<file path="src/rtl/data_mem_arbiter.sv">
// Two-requester round-robin arbiter in front of a single-port 64-bit data memory.
// Each transaction runs IDLE -> ACCESS -> RESP with read-modify-write byte merging.
`ifndef XLEN
`define XLEN 64
`endif

module data_mem_arbiter #(
  parameter int N_WORDS = 1024
) (
  input  logic              clk,
  input  logic              rst,
  input  logic [1:0]        req_valid,
  output logic [1:0]        req_ready,
  input  logic [1:0]        req_we,
  input  logic [`XLEN-1:0]  req_addr0,
  input  logic [`XLEN-1:0]  req_addr1,
  input  logic [`XLEN-1:0]  req_wdata0,
  input  logic [`XLEN-1:0]  req_wdata1,
  input  logic [7:0]        req_be0,
  input  logic [7:0]        req_be1,
  output logic [1:0]        rsp_valid,
  input  logic [1:0]        rsp_ready,
  output logic [`XLEN-1:0]  rsp_rdata,
  output logic              rsp_err,
  output logic              mem_we,
  output logic [`XLEN-1:0]  mem_addr,
  output logic [`XLEN-1:0]  mem_wdata,
  input  logic [`XLEN-1:0]  mem_rdata
);
  localparam int XLEN = `XLEN;

  typedef enum logic [1:0] {IDLE, ACCESS, RESP} state_t;

  state_t           state, state_next;
  logic             ptr;
  logic             gnt;
  logic             gnt_q;
  logic             we_q;
  logic [XLEN-1:0]  addr_q;
  logic [XLEN-1:0]  wdata_q;
  logic [7:0]       be_q;
  logic             legal;
  logic [XLEN-1:0]  merged;

  // A lone requester always wins; on contention the pointer decides.
  always_comb begin
    gnt = ptr;
    if (req_valid == 2'b01) gnt = 1'b0;
    else if (req_valid == 2'b10) gnt = 1'b1;
  end

  assign legal    = (addr_q[2:0] == 3'b000) && ((addr_q >> 3) < XLEN'(N_WORDS));
  assign mem_addr = addr_q;

  always_comb begin
    merged = mem_rdata;
    for (int k = 0; k < 8; k++) begin
      if (be_q[k]) merged[8*k +: 8] = wdata_q[8*k +: 8];
    end
  end

  always_ff @(posedge clk or posedge rst) begin
    if (rst) state <= IDLE;
    else     state <= state_next;
  end

  // req_ready is also masked by rst so it reads 0 the moment reset is raised.
  always_comb begin
    state_next = state;
    req_ready  = 2'b00;
    rsp_valid  = 2'b00;
    mem_we     = 1'b0;
    mem_wdata  = '0;
    case (state)
      IDLE: begin
        if ((|req_valid) && !rst) begin
          req_ready  = gnt ? 2'b10 : 2'b01;
          state_next = ACCESS;
        end
      end
      ACCESS: begin
        mem_we     = we_q && legal && (|be_q);
        mem_wdata  = merged;
        state_next = RESP;
      end
      RESP: begin
        rsp_valid = gnt_q ? 2'b10 : 2'b01;
        if (rsp_ready[gnt_q]) state_next = IDLE;
      end
      default: state_next = IDLE;
    endcase
  end

  always_ff @(posedge clk or posedge rst) begin
    if (rst) begin
      ptr       <= 1'b0;
      gnt_q     <= 1'b0;
      we_q      <= 1'b0;
      addr_q    <= '0;
      wdata_q   <= '0;
      be_q      <= '0;
      rsp_rdata <= '0;
      rsp_err   <= 1'b0;
    end else begin
      if (state == IDLE && (|req_valid)) begin
        gnt_q   <= gnt;
        we_q    <= req_we[gnt];
        addr_q  <= gnt ? req_addr1  : req_addr0;
        wdata_q <= gnt ? req_wdata1 : req_wdata0;
        be_q    <= gnt ? req_be1    : req_be0;
      end
      if (state == ACCESS) begin
        rsp_rdata <= legal ? mem_rdata : '0;
        rsp_err   <= !legal;
      end
      if (state == RESP && rsp_ready[gnt_q]) ptr <= ~ptr;
    end
  end
endmodule
</file>
<file path="config.mk">
export PLATFORM = sky130hd
export DESIGN_NAME = data_mem_arbiter
export DESIGN_NICKNAME = d
export VERILOG_FILES = /design/src/rtl/data_mem_arbiter.sv
export SDC_FILE = /design/constraint.sdc
export NUM_CORES = 1
export LEC_CHECK = 0
export CORE_AREA = 5 5 206 208
export CTS_CLUSTER_SIZE = 25
export DETAILED_ROUTE_END_ITERATION = 8
export DIE_AREA = 0 0 211 213
export PLACE_DENSITY = 0.6
export SETUP_SLACK_MARGIN = 0.4
export SYNTH_ARGS = -nofsm -noshare
export SYNTH_HDL_FRONTEND = slang
export SYNTH_SLANG_ARGS = --single-unit
</file>
<file path="constraint.sdc">
create_clock -name clk -period 22.5 [get_ports clk]
set_input_delay 4.5 -clock clk [delete_from_list [all_inputs] [get_ports clk]]
set_output_delay 4.5 -clock clk [all_outputs]
set_load 0.005 [all_outputs]
</file>
## Word level (Yosys, flattened, before mapping)

Cells that the tools add are included.
W data, S select, Z words.

- Register bits after elaboration: 206
- Input port bits: 344
- Output and inout port bits: 198
- Word-level logic and storage cells: 60

- Order comparisons: 3
- Equality and inequality tests: 6
- Muxes and demuxes: 28
- Bitwise operators: 1
- Reduce and logical (&&, ||, !) cells: 13

Operators by type and width:

| cell | number |
|---|---|
| $mux W64 | 4 |
| $mux W8 | 9 |
| $lt A61 B11 Y1 const B | 1 |
| $mux W2 | 7 |
| $reduce_or A8 Y1 | 1 |
| $mux W1 | 7 |
| $logic_and A1 B1 Y1 | 6 |
| $pmux W2 S3 | 1 |
| $eq A2 B1 Y1 const B | 2 |
| $eq A2 B2 Y1 const B | 2 |
| $lt A1 B2 Y1 const B | 2 |
| $ne A2 B2 Y1 const B | 2 |
| $logic_not A3 Y1 | 1 |
| $logic_not A1 Y1 | 2 |
| $logic_not A2 Y1 | 1 |
| $reduce_and A2 Y1 | 1 |
| $reduce_or A2 Y1 | 1 |
| $not A1 Y1 | 1 |

## Logic depth before layout (Yosys ltp)

Gate-level depths: netlist of the first run.

- Depth in word-level cells: 6
- Mapped depth: 7
- Mapped depth without buffers: 4

## Worst setup path before layout of the first run

OpenSTA, ideal clock, no wires.

- Path type: input port to output port
- Start: in rst
- End: out req_ready[1]
- Arrival: 9.386 ns
- Required time: 18.000 ns
- Setup slack: 8.614 ns
- Stages on the path: 2
- Path buffers: 0
- Cells stage by stage: inv_1 and3_1

- Cells in the longest elaborated chain, start to end: 4

RTL lines:

| item | line | source |
|---|---|---|
| start, declared | 11 | `input logic rst,` |
| $logic_not A1 Y1 (no source line) | -- |  |
| $logic_and A1 B1 Y1 | 76 | `if ((\|req_valid) && !rst) begin` |
| $mux W2 | 76 |  |
| $mux W2 | 74 | `case (state)` |
| end, declared | 13 | `output logic [1:0] req_ready,` |

Every way passes these cells.

## Worst setup path after layout of the first run

- Start: in req_valid[1]
- End: out req_ready[1]

- Cells in the longest elaborated chain, start to end: 6
- Elaborated cells on any way between the ends: 9
- Classes of those cells: eq/ne (2); mux (5); reduce/logical (2)

RTL lines:

| item | line | source |
|---|---|---|
| start, declared | 12 | `input logic [1:0] req_valid,` |
| $eq A2 B2 Y1 | 49 | `else if (req_valid == 2'b10) gnt = 1'b1;` |
| $mux W1 | 49 |  |
| $mux W1 | 48 | `if (req_valid == 2'b01) gnt = 1'b0;` |
| $mux W2 | 77 | `req_ready = gnt ? 2'b10 : 2'b01;` |
| $mux W2 * | 76 |  |
| $mux W2 * | 74 |  |

Mark *: on every way between the ends. The rest lies on a longest branch, timed or not.

==> results_dict.tcl, run 1 <==
set metrics [dict create \
    run_status "finished, final reports clean" \
    root_buffer "clkbuf_16" \
    core_area_mm2 0.04037 \
    syn_area_mm2 0.009920 \
    area_growth_pct 66.40 \
    required_ns 18.00 \
    syn_inst 940 \
    std_cell_rows 74 \
    drt.antenna.violating_nets 0 \
    port_buffers 541 \
    rsz0062_at_grt "false" \
    finalSetupTns_ns 0 \
    dp_hpwl_mm 30.76 \
    grt_pass1_vias 9730 \
    worstSetupPathType "primary input to output pin" \
    vias 9217 \
    tightestPinTransition_ns 1.118 \
    ys_types 27 \
    cts_tree "yes" \
    fp.dieArea_mm2 0.04494 \
    peakVddDrop_mv 0.05439 \
    drv_cap 0 \
    postCtsSetupBuffers 0 \
    diodes 0 \
    place.gp.congestion 0.8070 \
    numClockSinks 206 \
    hold_viol_final 0 \
    drt_iter0_markers 342 \
    htreeDepth 1 \
    synth_top_area_share_pct 51.97 \
    drive_above_1_share_pct 3.648 \
    setup_violations 0 \
    ys_ff_latch 206 \
    ys_warn_count 0 \
    avgSynthCellArea_um2 10.55 \
    setup_ws_ns 11.41 \
    p_leak_nw 7.014 \
    wl_per_cell_um 20.17 \
    synth-edff-count 0 \
    path_clk_slew_ns 0.06 \
    grt_pass1_wl_mm 59.01 \
    async_flop_share_pct 100.0 \
    die_y_um 213 \
    route.detailed.drc 0 \
    cp-start-kind "primary input" \
    dr.pass1.iters 4 \
    yosysSeqAreaShare_pct 51.97 \
    avgViaCountPerCell 4.643 \
    final_net_count 1780 \
    gr-usage-all-layers_pct 16.80 \
    pwr_density_cell_mw_per_mm2 101.7 \
    fin_crit_ns 11.09 \
    clk_latency_ns 0.51 \
    cts_made_buffers 24 \
    finalMaxSlewViolations 0 \
    cts_resized 0 \
    antenna_found_initial 1 \
    io_pins 542 \
    cts_buffer_depth 3 \
    synth_top_cell_by_area "dfrtp_1" \
    arrival_ns 6.59 \
    skew_ns 0.01098 \
    initial_core_util_pct 24.57 \
    grt_start_max_net_pins 108 \
    cp_max_fo 39 \
    synth_common_cells "dfrtp_1 (206), nor2_1 (206), mux2i_1 (202)" \
    max_freq_mhz 90.21 \
    grt-ovfl-total 0 \
    synth_area_leaders "dfrtp_1 (52%), mux2i_1 (20%), nor2_1 (7.8%)" \
    postCtsHoldBufs 0 \
    drt_wl_total_mm 40.03 \
    finalCritPeriodShare_pct 49.27 \
    pre_cts_slack_ns 11.33 \
    holdCritPathClass "flop to flop" \
    relSlewSlack_pct 25.21 \
    die_w_um 211 \
    nFillCells 4012 \
    synthFlopType "dfrtp_1" \
    syn_nets 1284 \
    worst_setup_path_end_kind "output pin" \
]
## cell usage in the layout, fill, tap and decap left out, types with 8 or more instances in the layout
master           instances
mux2i_1                202
nor4_1                  14
clkbuf_16               25
buf_4                   12
clkdlybuf4s50_1        541
a32o_1                  64
a21oi_1                138
clkbuf_1                 8
dfrtp_1                206
nor2_1                 206
## state kept, by name (all words and copies together) (netlist names)
register	flops
be_q	8
gnt_q	1
mem_addr	64
ptr	1
rsp_err	1
rsp_rdata	64
state	2
wdata_q	64
we_q	1
## metrics by stage
step | cells | area [um^2] | power (mW) | hold slack (ns) | utilization [%]
global route | 1985 | 16510 | 1.794 | 0.5024 | 40.89
global placement | 1942 | 15740 | 1.310 | 0.4731 | 39.00
finish | 1985 | 16510 | 1.679 | 0.4869 | 40.89
CTS | 1985 | 16510 | 1.706 | 0.4919 | 40.89
floorplan | 940 | 9920 | 0.9526 | 0.4663 | -
detailed placement | 1942 | 15740 | 1.319 | 0.4792 | 39.00
## area by class of cell
type,count,area [um^2],area share [%]
timing repair buffer,553,5505,33.35
inverter,3,18.77,0.1137
multi-input combinational,648,4399,26.65
tap,532,665.6,4.033
clock buffer,39,738.2,4.472
clock inverter,4,23.77,0.1440
sequential,206,5155,31.23
## per-layer routing
metal | wire, um | GRT usage (%)
met1 | 15970 | 20.55
met2 | 19940 | 29.32
met3 | 3057 | 4.555
met4 | 1042 | 4.516
met5 | 13 | 0
## where the power goes
| part | total, mW | internal, mW | switching, mW |
|---|---|---|---|
| logic | 0.687 | 0.368 | 0.318 |
| registers | 0.616 | 0.496 | 0.120 |
| clock network | 0.375 | 0.223 | 0.152 |
## path summary, 6_finish.rpt
check	end	slack [ns]	cells after the start	start
hold / removal	rsp_rdata[21]$_DFFE_PP0N_	0.49	1	rsp_rdata[21]$_DFFE_PP0N_
setup / recovery	req_ready[1]	11.41	4	req_valid[1]
setup reg to reg	rsp_rdata[28]$_DFFE_PP0N_	19.40	5	mem_addr[2]$_DFFE_PP0P_
min in group asynchronous	gnt_q$_DFFE_PP0P_	4.49	2	rst
hold reg to reg	rsp_rdata[21]$_DFFE_PP0N_	0.49	1	rsp_rdata[21]$_DFFE_PP0N_
max in group asynchronous	rsp_rdata[52]$_DFFE_PP0N_	16.65	3	rst
## cell families (layout without fill, tap and decap cells)
| logic type | Yosys count | count (layout) | synth area share, % |
|---|---|---|---|
| XOR/XNOR | 1 | 1 | 0.08831 |
| buffers and inverters | 86 | 599 | 3.998 |
| multiplexers | 202 | 202 | 20.38 |
| AO/OA/AOI/OAI | 204 | 204 | 13.57 |
| flip-flops | 206 | 206 | 51.97 |
| adder cells (fa/ha/maj) | 1 | 1 | 0.1009 |
| AND/OR/NAND/NOR | 240 | 240 | 9.889 |
## critical path: stages
cell,delay (ns)
clkdlybuf4s50_1,0.56
maj3_4,0.64
and3_1,0.25
clkdlybuf4s50_1,0.62
Note: power is estimated with default switching activity, not from simulation.
==> run 2: changes to the inputs <==
--- a/config.mk
+++ b/config.mk
@@ -5,11 +5,11 @@
 export SDC_FILE = /design/constraint.sdc
 export NUM_CORES = 1
 export LEC_CHECK = 0
-export CORE_AREA = 5 5 206 208
+export CORE_AREA = 5 5 205 207
 export CTS_CLUSTER_SIZE = 25
 export DETAILED_ROUTE_END_ITERATION = 8
-export DIE_AREA = 0 0 211 213
-export PLACE_DENSITY = 0.6
+export DIE_AREA = 0 0 210 212
+export PLACE_DENSITY = 0.63
 export SETUP_SLACK_MARGIN = 0.4
 export SYNTH_ARGS = -nofsm -noshare
 export SYNTH_HDL_FRONTEND = slang
==> constraint.sdc (replaced) <==
create_clock -name clk -period 10.1 [get_ports clk]
set_input_delay 2.02 -clock clk [delete_from_list [all_inputs] [get_ports clk]]
set_output_delay 2.02 -clock clk [all_outputs]
set_load 0.005 [all_outputs]
==> results_dict.tcl, run 2 (synthesis results as in run 1) <==
set metrics [dict create \
    switching_power_mw 1.323 \
    cts_resized 0 \
    hold_ws_ns 0.4874 \
    p_int_mw 2.515 \
    grt-ovfl-total 0 \
    place.gp.congestion 0.8398 \
    setup_violations 0 \
    r2r_cells 5 \
    finalMaxSlewViolations 0 \
    root_buffer "clkbuf_16" \
    peakVddDrop_mv 0.1165 \
    initial_core_util_pct 24.69 \
    port_buffers 541 \
    cp_max_fo 60 \
    utilization_pct 41.32 \
    p_comb_share_pct 39.7 \
    swShare_pct 34.47 \
    r2r-start "ptr$_DFFE_PP0P_" \
    numClockSinks 206 \
    run_status "finished, final reports clean" \
    postCtsSetupBuffers 0 \
    required_ns 8.08 \
    pwr_density_cell_mw_per_mm2 231.2 \
    post_dp_cell_area_mm2 0.01574 \
    cp-start-kind "primary input" \
    dr.pass1.iters 6 \
    cts_made_buffers 24 \
    tightestPinTransition_ns 1.002 \
    drt_wl_total_mm 39.82 \
    final_net_count 1780 \
    cts_buffer_depth 3 \
    holdCritPathClass "flop to flop" \
    max_freq_mhz 166.0 \
    io_pins 542 \
    std_cell_rows 74 \
    area_growth_pct 67.37 \
    stdcell_area_mm2 0.01660 \
    finalSetupTns_ns 0 \
    drv_cap 0 \
    die_w_um 210 \
    drt.antenna.violating_nets 0 \
    fp.dieArea_mm2 0.04452 \
    relSlewSlack_pct 33.18 \
    worst_setup_path_end_kind "output pin" \
    clk_latency_ns 0.53 \
    cts_tree "yes" \
    worst_hold_path.endpoint "rsp_rdata[46]$_DFFE_PP0N_" \
    route.detailed.drc 0 \
    drt_iter0_markers 338 \
    finalCritPeriodShare_pct 59.65 \
    reg2reg_to "mem_addr[41]$_DFFE_PP0P_" \
    gr-usage-all-layers_pct 16.95 \
    mostFrequentLayoutCell "clkdlybuf4s50_1" \
    avgViaCountPerCell 4.638 \
    hold_path.startpoint "rsp_rdata[46]$_DFFE_PP0N_" \
    whs_path_depth 1 \
    drive_above_1_share_pct 3.920 \
    skew_ns 0.01879 \
    reg2reg_slack_ns 6.86 \
    rsz0062_at_grt "false" \
    postCtsHoldBufs 0 \
    vias 9211 \
    final_cell_mix "clkdlybuf4s50_1 (541), nor2_1 (206), dfrtp_1 (206)" \
    grt_pass1_wl_mm 59.53 \
    diodes 0 \
    p_leak_nw 7.065 \
    p_clk_share_pct 24.5 \
    antenna_found_initial 0 \
    grt_start_max_net_pins 95 \
    seq_power_share_pct 35.7 \
    grt_pass1_vias 9754 \
    worstSetupPathType "primary input to output pin" \
    die_y_um 212 \
    arrival_ns 4.00 \
    core_area_mm2 0.04018 \
    dp_hpwl_mm 30.12 \
    wl_per_cell_um 20.05 \
    path_clk_slew_ns 0.06 \
    htreeDepth 1 \
    fin_crit_ns 6.025 \
    nFillCells 3953 \
    hold_viol_final 0 \
]
run 2: cell count changes in the layout (fill, tap and decap cells not counted), sizes merged:
| cell | previous run | this run |
|---|---|---|
| clkinv | 4 | 5 |
| bufinv | 0 | 4 |
| clkbuf | 39 | 35 |
run 2: worst max-delay path by stage:
stage,start,to,slack [ns],cells past startpoint
3_5_place_dp,rst,req_ready[1],4.03,4
3_3_place_gp,rst,req_ready[1],4.05,4
5_1_grt,req_valid[1],req_ready[1],3.96,4
4_1_cts,rst,req_ready[1],4.03,4
6_report,req_valid[1],req_ready[1],4.08,4
2_1_floorplan,rst,req_ready[1],1.17,2
run 2: layer usage:
| layer | vias to the layer above | share of wire (%) | GRT usage [%] |
|---|---|---|---|
| li1 | 4381 | - | - |
| met1 | 4401 | 39 | 20.28 |
| met2 | 385 | 50 | 30.30 |
| met3 | 44 | 8.5 | 4.899 |
| met4 | 0 | 2.0 | 3.915 |
| met5 | - | 0 | 0 |
run 2: final cells by class:
type | count | area [um^2] | share of cell area (%)
Timing Repair Buffer | 553 | 5505 | 33.16
Sequential cell | 206 | 5155 | 31.05
Multi-Input combinational cell | 648 | 4399 | 26.50
Clock buffer | 35 | 713.2 | 4.296
Tap cell | 532 | 665.6 | 4.009
Clock inverter | 9 | 145.1 | 0.8742
Inverter | 3 | 18.77 | 0.1130
run 2: power by group through the flow:
| stage | clock network [mW] | logic (mW) | registers [mW] |
|---|---|---|---|
| 6_report | 0.941 | 1.52 | 1.37 |
| 4_1_cts | 0.970 | 1.56 | 1.38 |
| 3_5_place_dp | 0 | 1.55 | 1.39 |
| 5_1_grt | 1.00 | 1.68 | 1.41 |
| 2_1_floorplan | 0 | 0.852 | 1.27 |
| 3_3_place_gp | 0 | 1.53 | 1.37 |
run 2: worst max-delay path, stage by stage:
cell and delay (ns):
clkdlybuf4s50_1 0.56, o21a_4 0.56, and3_1 0.25, clkdlybuf4s50_1 0.57
run 2: through the flow:
stage                     total power, mW  setup slack (ns)  cells
after floorplan                     2.122             1.174    940
after global placement              2.909             4.049   1942
after detailed placement            2.934             4.034   1942
after CTS                           3.903             4.034   1986
after global routing                4.094             3.959   1986
final                               3.838             4.075   1986
